File: config.mk
export PLATFORM = sky130hd
export DESIGN_NAME = dff_ontransit_burst
export DESIGN_NICKNAME = d
export VERILOG_FILES = /design/src/rtl/dff_ontransit_burst.sv
export SDC_FILE = /design/constraint.sdc
export NUM_CORES = 1
export LEC_CHECK = 0
export ABC_AREA = 1
export BUFFER_PORTS_ARGS = -buffer_cell sky130_fd_sc_hd__buf_2
export CORE_AREA = 2 2 39 41
export CTS_BUF_LIST = sky130_fd_sc_hd__clkbuf_4
export DETAILED_ROUTE_END_ITERATION = 16
export DIE_AREA = 0 0 41 43
export GPL_TIMING_DRIVEN = 0
export HOLD_SLACK_MARGIN = 0.02
export PLACE_DENSITY = 0.77
export SLEW_MARGIN = 20
export SYNTH_ARGS = -nofsm -noshare
export SYNTH_HDL_FRONTEND = slang
export SYNTH_SLANG_ARGS = --single-unit
File: constraint.sdc
create_clock -name clk -period 1.23 [get_ports clk]
set_input_delay 0.1845 -clock clk [delete_from_list [all_inputs] [get_ports clk]]
set_output_delay 0.1845 -clock clk [all_outputs]
set_load 0.01 [all_outputs]
File: src/rtl/dff_ontransit_burst.sv
// Burst controller: step pulse per active RUN cycle, done/overflow pulse on exit, post-burst cooldown.
// Optional abort feature enabled by defining BURST_ABORT_EN; request level port is do_req ('do' is reserved).
module dff_ontransit_burst #(
    parameter int CNT_W    = 8,
    parameter int MAX_RUN  = 16,
    parameter int COOL_CYC = 2
) (
    input  logic             clk,
    input  logic             rst_n,
    input  logic             do_req,
`ifdef BURST_ABORT_EN
    input  logic             abort,
    output logic             aborted,
`endif
    output logic             g,
    output logic             s,
    output logic             ovf,
    output logic             busy,
    output logic [CNT_W-1:0] cnt
);

    localparam int COOL_W = (COOL_CYC > 1) ? $clog2(COOL_CYC) : 1;
    localparam logic [COOL_W-1:0] COOL_LOAD = COOL_W'((COOL_CYC > 0) ? COOL_CYC - 1 : 0);
    localparam logic [CNT_W-1:0]  MAX_CNT   = CNT_W'(MAX_RUN);

    typedef enum logic [1:0] {
        IDLE = 2'd0,
        RUN  = 2'd1,
        LAST = 2'd2,
        COOL = 2'd3
    } state_t;

    state_t              state, nx_state;
    logic [COOL_W-1:0]   cool, nx_cool;
    logic                nx_g, nx_s, nx_ovf, nx_busy, nx_aborted;
    logic [CNT_W-1:0]    nx_cnt;

    always_comb begin
        nx_state   = state;
        nx_cool    = cool;
        nx_g       = 1'b0;
        nx_s       = 1'b0;
        nx_ovf     = 1'b0;
        nx_aborted = 1'b0;
        nx_cnt     = cnt;
        case (state)
            IDLE: begin
                if (do_req) begin
                    nx_state = RUN;
                    nx_cnt   = '0;
                end
            end
            RUN: begin
                if (!do_req) begin
                    nx_state = LAST;
                    nx_g     = 1'b1;
                end else if (cnt >= MAX_CNT) begin
                    nx_state = LAST;
                    nx_g     = 1'b1;
                    nx_ovf   = 1'b1;
                end else begin
                    nx_s   = 1'b1;
                    nx_cnt = cnt + 1'b1;
                end
            end
            LAST: begin
                if (COOL_CYC > 0) begin
                    nx_state = COOL;
                    nx_cool  = COOL_LOAD;
                end else begin
                    nx_state = IDLE;
                end
            end
            COOL: begin
                if (cool == '0) nx_state = IDLE;
                else            nx_cool  = cool - 1'b1;
            end
            default: nx_state = IDLE;
        endcase
`ifdef BURST_ABORT_EN
        // Abort overrides every RUN/LAST/COOL decision above, including the MAX_RUN exit.
        if (abort && state != IDLE) begin
            nx_state   = IDLE;
            nx_g       = 1'b0;
            nx_s       = 1'b0;
            nx_ovf     = 1'b0;
            nx_aborted = 1'b1;
            nx_cnt     = cnt;
        end
`endif
        nx_busy = (nx_state != IDLE);
    end

    always_ff @(posedge clk or negedge rst_n) begin
        if (!rst_n) begin
            state <= IDLE;
            cool  <= '0;
            g     <= 1'b0;
            s     <= 1'b0;
            ovf   <= 1'b0;
            busy  <= 1'b0;
            cnt   <= '0;
`ifdef BURST_ABORT_EN
            aborted <= 1'b0;
`endif
        end else begin
            state <= nx_state;
            cool  <= nx_cool;
            g     <= nx_g;
            s     <= nx_s;
            ovf   <= nx_ovf;
            busy  <= nx_busy;
            cnt   <= nx_cnt;
`ifdef BURST_ABORT_EN
            aborted <= nx_aborted;
`endif
        end
    end

`ifndef BURST_ABORT_EN
    logic unused_nx_aborted;
    assign unused_nx_aborted = nx_aborted;
`endif

endmodule
==> reports/qor.txt <==
status -> finished clean
Post-route DRC -> 0
cell area power density -> 1830 nW/um2
via/cell ratio -> 4.69
hpwl dp -> 839 um
share of layout cells above drive strength 1 -> 25.5%
Routed wire per std cell -> 9.93 um
Worst Path Arrival -> 0.94 ns
period utilisation layout -> 91.2%
Seq/Total Area, Yosys -> 55.1%
final WL -> 1130 um
Root Driver -> clkbuf_4
CTS Sinks -> 15
count leader, synth -> nand2_1
Tmin final -> 1.12 ns
first-pass GRT wire length -> 1820 um
total global routing overflow -> 0
CP cell instances -> buf_2
#FFs+latches synth -> 15
Starting Density -> 49.2%
number of synthesized flops with an enable pin -> 0
crit-path max cell delay -> 0.48 ns
cell row count -> 14
Mapped Avg Cell Area -> 8.62 um2
Core ar. -> 1380 um2
worst hold path type -> primary input to register
die width -> 41 um
leakage power -> 0.454 nW
ys async rst share -> 100%
Syn Std Cell Area -> 681 um2
routing usage on met1 -> 18.0%
worst slew pin tran -> 0.317 ns
syn_nets -> 84
Rel. slew slack -> 78.8%
Antenna Nets Post-Route -> 0
met2 Resource Use GR -> 24.4%
input/output buffers -> 14
RSZ-0062 raised after global routing -> no
largest net degree at the start of global routing -> 16
CP max-delay cell -> dfrtp_1
Clk pin slew, worst setup/hold paths -> 0.09 ns
most used routing layer -> met2
synth top area cells -> dfrtp_1 55%, nand2_1 9.9%, inv_1 7.7%
critical path launch point type -> register
vias in the first global route -> 479
Worst-Skew Late Latency -> 0.28 ns
Syn Inst Count -> 79
CTS tree -> built
CTS max path bufs -> 2
CP max FO -> 7
DRT Pass-1 Iters -> 4
Final Setup Violations -> 0
final setup TNS -> 0 ns
die area -> 1760 um2
Fin. Hold Viols -> 0
PostCTS Resize Cnt -> 0
CP delay by family, top -> flip-flops
CTS Buf Count -> 3
H-tree depth -> 1
hold slack -> 0.216 ns
critical path class -> register to output pin
fin nets -> 104
GP Congestion -> 0.836
number of antenna diodes -> 0
global routing usage on met3 -> 4.71%
initial antenna violation count -> 0
buffers plus inverters on the worst setup path -> 1
Most used DFF post-synth -> dfrtp_1
R2R depth -> 5
Synth-to-Final Area Change -> 18.7%
DR vias -> 535
WP depth -> 1
Synth top area share -> 55.1%
achievable frequency -> 0.891 GHz
Worst Hold Launch -> do_req
commonest cells in the netlist -> 18 x nand2_1, 15 x dfrtp_1, 14 x inv_1
Overall Global Routing Usage -> 15.8%
post-synth cell types -> 14
I/O Pins -> 15
skew final -> 0.00286 ns
crit path from -> cnt[2]
Max rail drop VDD -> 0.000932 V
crit end category -> output pin
Setup Buffers After CTS -> 0
Worst EP required -> 1.05 ns
initial drt markers -> 6
leading area contributor after synthesis -> dfrtp_1
max_cap viols -> 0
Hold Crit Depth -> 3
Yosys warnings -> 0
worst r2r src -> cnt[0]
Max Slew Vio Count -> 0
Die H -> 43 um
## flip-flops by register name, summed over array words and instances, names as in the netlist
name   cells
cnt        8
state      2
busy       1
cool       1
g          1
ovf        1
s          1
## worst paths after layout
check	to	slack, ns
hold reg to reg	cnt[7]	0.52
setup reg to reg	cnt[2]	0.13
hold / removal	s	0.22
min in group asynchronous	ovf	0.32
setup / recovery	cnt[2]	0.11
max in group asynchronous	cnt[3]	0.67
## cell usage in the layout, fill, tap and decap left out, drive strengths merged
cell type    netlist  routed
buf                0      14
clkbuf             0       3
clkinv             0       1
dfrtp             15      15
dlygate4sd3        0       1
ha                 2       2
inv               15      15
nand2             21      21
nand3              8       8
nand4              2       2
nor2              11      11
o21ai              4       4
xnor2              1       1
## stage by stage
step	setup slack, ns	cells	area, um2	power [W]	utilization, %
after detailed placement	0.130	109	771	0.00121	55.7
after global placement	0.162	109	771	0.00119	55.7
after CTS	0.0977	114	808	0.00150	58.4
after global routing	0.0456	114	808	0.00161	58.4
after floorplan	0.161	79	681	0.00106	-
final	0.108	114	808	0.00148	58.4
## cells by family after synthesis
group	count (synthesis)	synth area share [%]
and+or+nand+nor	42	28.3
buffers and inverters	15	8.64
DFF	15	55.1
AOI/OAI and AO/OA	4	2.94
adders and majority gates	2	3.68
xor gates and xnor gates	1	1.29
## report_power, final
group	internal [W]	switching [W]	leakage, nW	total [W]
Clock	0.000120	0.000150	0.0177	0.000270
Sequential	0.000612	0.000120	0.197	0.000732
Combinational	0.000174	0.000300	0.240	0.000475
Total	0.000907	0.000570	0.454	0.00148
## layout make-up
type,count,area [um2]
Timing Repair Buffer,15,80.1
Clock inverter,1,5.00
Sequential cell,15,375
Tap cell,16,20.0
Clock buffer,3,22.5
Inverter,15,58.8
Multi-Input combinational cell,49,246
Fill cell,130,576
## what timing repair did
item / 4_1_cts / 5_1_grt
setup endpoints to repair: 0 / 0
hold buffers: 1 / 0
endpoints found under the hold margin: 15 / 0
## metal layers
metal | routed length, um | vias to the layer above
met3 | 41 | 6
met1 | 487 | 234
met2 | 561 | 14
met5 | 0 | -
met4 | 42 | 0
li1 | - | 281
Power figures use the tool's default switching activity.
